### src/rtl/bcd_display_scanner.sv
// bcd_display_scanner
//   8-bit up/down counter stepped by a count prescaler, converted to BCD once
//   per display frame and time-multiplexed over a 3-digit common-segment
//   7-segment display (units -> tens -> hundreds).
//
// Ports
//   i_clk        system clock, rising edge
//   i_rst        asynchronous, active-high reset
//   i_en         count enable (prescaler holds while low)
//   i_up         1 = increment, 0 = decrement
//   i_load       synchronous load strobe, priority over the count tick
//   i_load_val   value to load (clamped to MAX_COUNT)
//   o_count      current counter value
//   o_seg        segments a..g on bits 6..0, active-high
//   o_digit_sel  one-hot digit enable: [0]=units [1]=tens [2]=hundreds
//   o_wrap       1-cycle pulse when the counter wraps
//
// Build option
//   LEADING_ZERO_BLANK_EN : blank leading-zero hundreds/tens digits.
module bcd_display_scanner #(
  parameter int unsigned COUNT_DIV = 1_000_000,
  parameter int unsigned SCAN_DIV  = 1000,
  parameter int unsigned MAX_COUNT = 255
) (
  input  logic       i_clk,
  input  logic       i_rst,
  input  logic       i_en,
  input  logic       i_up,
  input  logic       i_load,
  input  logic [7:0] i_load_val,
  output logic [7:0] o_count,
  output logic [6:0] o_seg,
  output logic [2:0] o_digit_sel,
  output logic       o_wrap
);

  localparam int unsigned PW = (COUNT_DIV > 1) ? $clog2(COUNT_DIV) : 1;
  localparam int unsigned SW = $clog2(SCAN_DIV);

  localparam logic [7:0]    MAX_V      = 8'(MAX_COUNT);
  localparam logic [PW-1:0] PRESC_LAST = PW'(COUNT_DIV - 1);
  localparam logic [SW-1:0] SCAN_LAST  = SW'(SCAN_DIV - 1);

  typedef enum logic [1:0] {
    S_UNITS    = 2'd0,
    S_TENS     = 2'd1,
    S_HUNDREDS = 2'd2
  } state_t;

  // Binary to packed BCD {hundreds, tens, units} by shift-and-add-3.
  function automatic logic [11:0] bin2bcd(input logic [7:0] bin);
    logic [19:0] sh;
    sh = {12'd0, bin};
    for (int i = 0; i < 8; i++) begin
      if (sh[11:8]  >= 4'd5) sh[11:8]  = sh[11:8]  + 4'd3;
      if (sh[15:12] >= 4'd5) sh[15:12] = sh[15:12] + 4'd3;
      if (sh[19:16] >= 4'd5) sh[19:16] = sh[19:16] + 4'd3;
      sh = {sh[18:0], 1'b0};
    end
    return sh[19:8];
  endfunction

  // Active-high 7-segment encoding, non-decimal nibbles dark.
  function automatic logic [6:0] seg_enc(input logic [3:0] nib);
    logic [6:0] s;
    case (nib)
      4'd0:    s = 7'b1111110;
      4'd1:    s = 7'b0110000;
      4'd2:    s = 7'b1101101;
      4'd3:    s = 7'b1111001;
      4'd4:    s = 7'b0110011;
      4'd5:    s = 7'b1011011;
      4'd6:    s = 7'b1011111;
      4'd7:    s = 7'b1110000;
      4'd8:    s = 7'b1111111;
      4'd9:    s = 7'b1111011;
      default: s = 7'b0000000;
    endcase
    return s;
  endfunction

  logic [PW-1:0] r_presc;
  logic [7:0]    r_count;
  logic          r_wrap;
  logic [SW-1:0] r_scan_cnt;
  state_t        r_state;
  state_t        w_state_nxt;
  logic [7:0]    r_snapshot;
  logic [6:0]    r_seg;
  logic [2:0]    r_digit_sel;
  logic          w_tick;
  logic          w_scan_last;
  logic [11:0]   w_bcd;
  logic [3:0]    w_nib;
  logic          w_blank;
  logic [6:0]    w_seg_nxt;
  logic [2:0]    w_sel_nxt;

  assign w_tick      = i_en && (r_presc == PRESC_LAST);
  assign w_scan_last = (r_scan_cnt == SCAN_LAST);

  // Prescaler and counter; load overrides the tick and suppresses wrap.
  always_ff @(posedge i_clk or posedge i_rst) begin
    if (i_rst) begin
      r_presc <= '0;
      r_count <= '0;
      r_wrap  <= 1'b0;
    end else if (i_load) begin
      r_presc <= '0;
      r_count <= (i_load_val > MAX_V) ? MAX_V : i_load_val;
      r_wrap  <= 1'b0;
    end else begin
      r_wrap <= 1'b0;
      if (i_en) begin
        if (w_tick) begin
          r_presc <= '0;
          if (i_up) begin
            if (r_count == MAX_V) begin
              r_count <= '0;
              r_wrap  <= 1'b1;
            end else begin
              r_count <= r_count + 8'd1;
            end
          end else begin
            if (r_count == 8'd0) begin
              r_count <= MAX_V;
              r_wrap  <= 1'b1;
            end else begin
              r_count <= r_count - 8'd1;
            end
          end
        end else begin
          r_presc <= r_presc + PW'(1);
        end
      end
    end
  end

  // Dwell counter for the current digit slot.
  always_ff @(posedge i_clk or posedge i_rst) begin
    if (i_rst) begin
      r_scan_cnt <= '0;
    end else if (w_scan_last) begin
      r_scan_cnt <= '0;
    end else begin
      r_scan_cnt <= r_scan_cnt + SW'(1);
    end
  end

  // Scan FSM state register.
  always_ff @(posedge i_clk or posedge i_rst) begin
    if (i_rst) begin
      r_state <= S_UNITS;
    end else begin
      r_state <= w_state_nxt;
    end
  end

  // Scan FSM next state.
  always_comb begin
    w_state_nxt = r_state;
    if (w_scan_last) begin
      case (r_state)
        S_UNITS:    w_state_nxt = S_TENS;
        S_TENS:     w_state_nxt = S_HUNDREDS;
        default:    w_state_nxt = S_UNITS;
      endcase
    end
  end

  // Latch the count on frame start so a frame always shows one coherent value.
  always_ff @(posedge i_clk or posedge i_rst) begin
    if (i_rst) begin
      r_snapshot <= '0;
    end else if (w_scan_last && (r_state == S_HUNDREDS)) begin
      r_snapshot <= r_count;
    end
  end

  always_comb begin
    w_bcd = bin2bcd(r_snapshot);
  end

  // Scan FSM outputs: digit select and segment pattern for the current slot.
  always_comb begin
    w_sel_nxt = 3'b000;
    w_nib     = 4'd0;
    w_blank   = 1'b0;
    case (r_state)
      S_UNITS: begin
        w_sel_nxt = 3'b001;
        w_nib     = w_bcd[3:0];
      end
      S_TENS: begin
        w_sel_nxt = 3'b010;
        w_nib     = w_bcd[7:4];
`ifdef LEADING_ZERO_BLANK_EN
        w_blank   = (w_bcd[11:8] == 4'd0) && (w_bcd[7:4] == 4'd0);
`endif
      end
      S_HUNDREDS: begin
        w_sel_nxt = 3'b100;
        w_nib     = w_bcd[11:8];
`ifdef LEADING_ZERO_BLANK_EN
        w_blank   = (w_bcd[11:8] == 4'd0);
`endif
      end
      default: begin
        w_sel_nxt = 3'b000;
      end
    endcase
    w_seg_nxt = w_blank ? 7'b0000000 : seg_enc(w_nib);
  end

  // Registered display drive.
  always_ff @(posedge i_clk or posedge i_rst) begin
    if (i_rst) begin
      r_seg       <= '0;
      r_digit_sel <= '0;
    end else begin
      r_seg       <= w_seg_nxt;
      r_digit_sel <= w_sel_nxt;
    end
  end

  assign o_count     = r_count;
  assign o_wrap      = r_wrap;
  assign o_seg       = r_seg;
  assign o_digit_sel = r_digit_sel;

endmodule
### config.mk
export PLATFORM = sky130hd
export DESIGN_NAME = bcd_display_scanner
export DESIGN_NICKNAME = d
export VERILOG_FILES = /design/src/rtl/bcd_display_scanner.sv
export SDC_FILE = /design/constraint.sdc
export NUM_CORES = 1
export LEC_CHECK = 0
export ABC_AREA = 1
export BUFFER_PORTS_ARGS = -buffer_cell sky130_fd_sc_hd__buf_4
export CAP_MARGIN = 20
export CORE_MARGIN = 5
export CORE_UTILIZATION = 60
export CTS_CLUSTER_SIZE = 40
export DETAILED_ROUTE_END_ITERATION = 16
export PLACE_DENSITY = 0.8
export SYNTH_ARGS = -nofsm -noshare
export SYNTH_HDL_FRONTEND = slang
export SYNTH_SLANG_ARGS = --single-unit
### constraint.sdc
create_clock -name i_clk -period 13.25 [get_ports i_clk]
set_input_delay 1.325 -clock i_clk [delete_from_list [all_inputs] [get_ports i_clk]]
set_output_delay 1.325 -clock i_clk [all_outputs]
set_load 0.005 [all_outputs]
==> summary.json <==
{
  "crit-reg2reg-capture": "o_seg[3]$_DFF_PP0_",
  "die_h_um": 91.3,
  "postSynthRegisterBits": 59,
  "chipWidth_um": 91.3,
  "reg2reg_slack_ns": 8.61,
  "rr_worst_depth": 36,
  "cp-start-kind": "flop",
  "post_cts_hold_buffer_count": 0,
  "vias_per_cell": 5.44,
  "postPlaceCellArea_um2": 4280,
  "cts-root-buf": "clkbuf_8",
  "timing_hold_violations_final": 0,
  "cap_viol_max_count": 0,
  "synth_async_sr_flop_share_pct": 100,
  "max_frequency_mhz": 215,
  "drt-pass1-iter-count": 4,
  "die_area_um2": 8340,
  "cp-startpoint": "r_snapshot[6]$_DFFE_PP0P_",
  "antenna_found_initial": 0,
  "tightestPinTransition_ns": 0.848,
  "number_of_pins_with_negative_max_slew_slack_in_the_final_report": 0,
  "postCtsResizedCells": 0,
  "dr.first_iter.drc_count": 201,
  "cp_endpoint_kind": "flop",
  "gp_routability_congestion": 0.900,
  "core_region_area_um2": 6390,
  "routed_wl_per_cell_um": 13.0,
  "cp_slowest_stage_delay_ns": 0.41,
  "final.min_clock_period_ns": 4.64,
  "synth-simple-area-share_pct": 32.3,
  "cts-buffers-inserted": 9,
  "critPathKind": "reg2reg",
  "timing.max_slew.rel_slack_pct": 43.3,
  "fin_setup_tns_ns": 0,
  "synth_top_family_by_area": "simple AND/OR/NAND/NOR gates",
  "drive_gt1_share_pct": 16.1,
  "layout.cell_area.non_filler_um2": 4500,
  "syn-num-nets": 568,
  "total_number_of_h_tree_levels": 3,
  "grt_remaining_overflow": 0,
  "floorplan.initialDensity_pct": 62.1,
  "cts-root-to-sink-buffers": 2,
  "arrival_ns": 4.88,
  "clock_latency_of_the_later_clocked_register_in_the_worst_skew_pair_ns": 0.34,
  "synth_edf_count": 0,
  "drc": 0,
  "layout.cells.most_common_list": "107 x nand2_1, 91 x inv_1, 59 x dfrtp_1",
  "ys_dominant_reg_cell": "dfrtp_1",
  "first_pass_grt_wire_length_um": 15300,
  "rows": 29,
  "timing.critical_path.required_ns": 13.49,
  "grt_pass1_vias": 3475,
  "tritoncts_clock_tree": "built",
  "post_synth_num_cell_types": 42,
  "floorplan.io_pins": 32,
  "area.growth.synth_to_final_pct": 13.4,
  "place_hpwl_um": 6270,
  "worstReg2RegStart": "r_snapshot[6]$_DFFE_PP0P_",
  "drtAntennaViolNets": 0,
  "syn-mean-instance-area_um2": 7.41,
  "timing.hold.worst.class": "reg2reg",
  "grt_max_degree": 60,
  "groute.layer.met2.usage_pct": 37.0,
  "p_leak_nw": 2.25,
  "global_routing_met1_resource_utilization_pct": 27.9,
  "clkSlewWorstSetupHoldPaths_ns": 0.07,
  "postCtsSetupBuffers": 0,
  "worst_path_max_delay_cell": "dfrtp_1",
  "rsz_0062_raised_after_global_routing": "false",
  "synth_adder_area_share_pct": 6.31,
  "syn-instance-count": 535,
  "synth_xor_area_share_pct": 1.10,
  "critical_path.n_buffers_inverters": 7,
  "critPathCapture": "o_seg[3]$_DFF_PP0_",
  "cts.sink_count": 59,
  "power-per-cell-area_nw_per_um2": 91.2,
  "synth_compound_area_share_pct": 13.2,
  "layout_commonest_cell": "nand2_1",
  "synthMuxAreaShare_pct": 0,
  "postRouteWirelength_um": 8460,
  "grt.total_usage_pct": 22.0,
  "worst_ir_drop_vdd_mv": 0.0711,
  "critPathTopFamily": "simple AND/OR/NAND/NOR gates",
  "critical_path_peak_fanout": 6,
  "port_buffers": 31,
  "syn-cell-area_um2": 3970,
  "synth.yosys.seq_area_share_pct": 37.2,
  "synth.yosys.warnings": 0,
  "post-route-period-util_pct": 35.0,
  "fin_worst_skew_ns": 0.0111,
  "critical_path_cell_count": 36,
  "timing.final.setup_violations": 0,
  "antenna-diode-count": 0,
  "met3_usage_pct": 5.62,
  "cell_seen_most_often_among_critical_path_stages": "nand2_1",
  "hold_start": "r_scan_cnt[0]$_DFF_PP0_",
  "nNetsFinal": 605,
  "run_status": "completed",
  "nFillCells": 530,
  "busiest_metal_layer_after_global_routing": "met2",
  "fin_worst_hold_slack_ns": 0.461,
  "vias": 3554
}
[worst min-delay path by stage]
| stage | to | slack (ns) | depth (start not counted) |
|---|---|---|---|
| after floorplan | r_scan_cnt[0]$_DFF_PP0_ | 0.43 | 1 |
| after global placement | r_scan_cnt[0]$_DFF_PP0_ | 0.44 | 1 |
| after detailed placement | r_scan_cnt[0]$_DFF_PP0_ | 0.45 | 1 |
| after CTS | r_scan_cnt[0]$_DFF_PP0_ | 0.46 | 1 |
| after global routing | r_scan_cnt[0]$_DFF_PP0_ | 0.48 | 1 |
| final | r_scan_cnt[0]$_DFF_PP0_ | 0.46 | 1 |
[Yosys cell counts (all sizes together), types with 3 or more instances]
library cell,number,area share [%]
clkbuf,7,0.66
nor3,16,2.1
o211ai,9,1.7
xor2,4,0.88
o31ai,3,0.57
nor2,41,4.1
nor4,5,0.79
dfrtp,59,37
nor3b,5,0.95
nand2,128,14
o21ai,46,6.4
ha,20,6.3
a21oi,16,2.1
inv,96,9.1
nand4,8,1.3
nand3,52,7.6
[metal layers]
metal  routed length (um)  vias up
met4                  150        0
met1                 3800     1635
met2                 4110       75
li1                     -     1824
met5                    0        -
met3                  401       20
[through the flow]
step	worst slack (ns)	instances	util (%)	power [mW]
2_1_floorplan	9.10	535	-	0.216
3_3_place_gp	8.94	638	67.1	0.231
3_5_place_dp	8.62	638	67.1	0.232
4_1_cts	8.62	653	70.5	0.413
5_1_grt	8.13	653	70.5	0.429
6_report	8.61	653	70.5	0.410
[sequential cells by signal, summed over array words and instances (netlist names)]
signal	flops
r_state	2
o_digit_sel	3
o_count	8
r_snapshot	8
o_seg	7
o_wrap	1
r_presc	20
r_scan_cnt	10
[power breakdown]
group	total [mW]	internal (mW)	switching [mW]	leakage, nW
registers	0.189	0.184	0.00495	0.755
logic	0.0397	0.0155	0.0242	1.39
clock network	0.182	0.109	0.0726	0.108
total	0.410	0.309	0.102	2.25
[layout make-up]
type                    instances  area (um^2)  share of cell area, %
flip-flops and latches         59         1480                   32.8
inverters                      96          363                   8.06
repair buffers                 33          248                   5.51
multi-input cells             373         2100                   46.7
well taps                      77         96.3                   2.14
clock inverters                 5         77.6                   1.72
clock buffers                  10          138                   3.06
[cell families after synthesis]
logic type | after synthesis
AND/OR/NAND/NOR | 261
buffers and inverters | 103
AO/OA/AOI/OAI | 87
flip-flops | 59
adder cells (fa/ha/maj) | 20
XOR/XNOR | 5
Power figures use the tool's default switching activity.
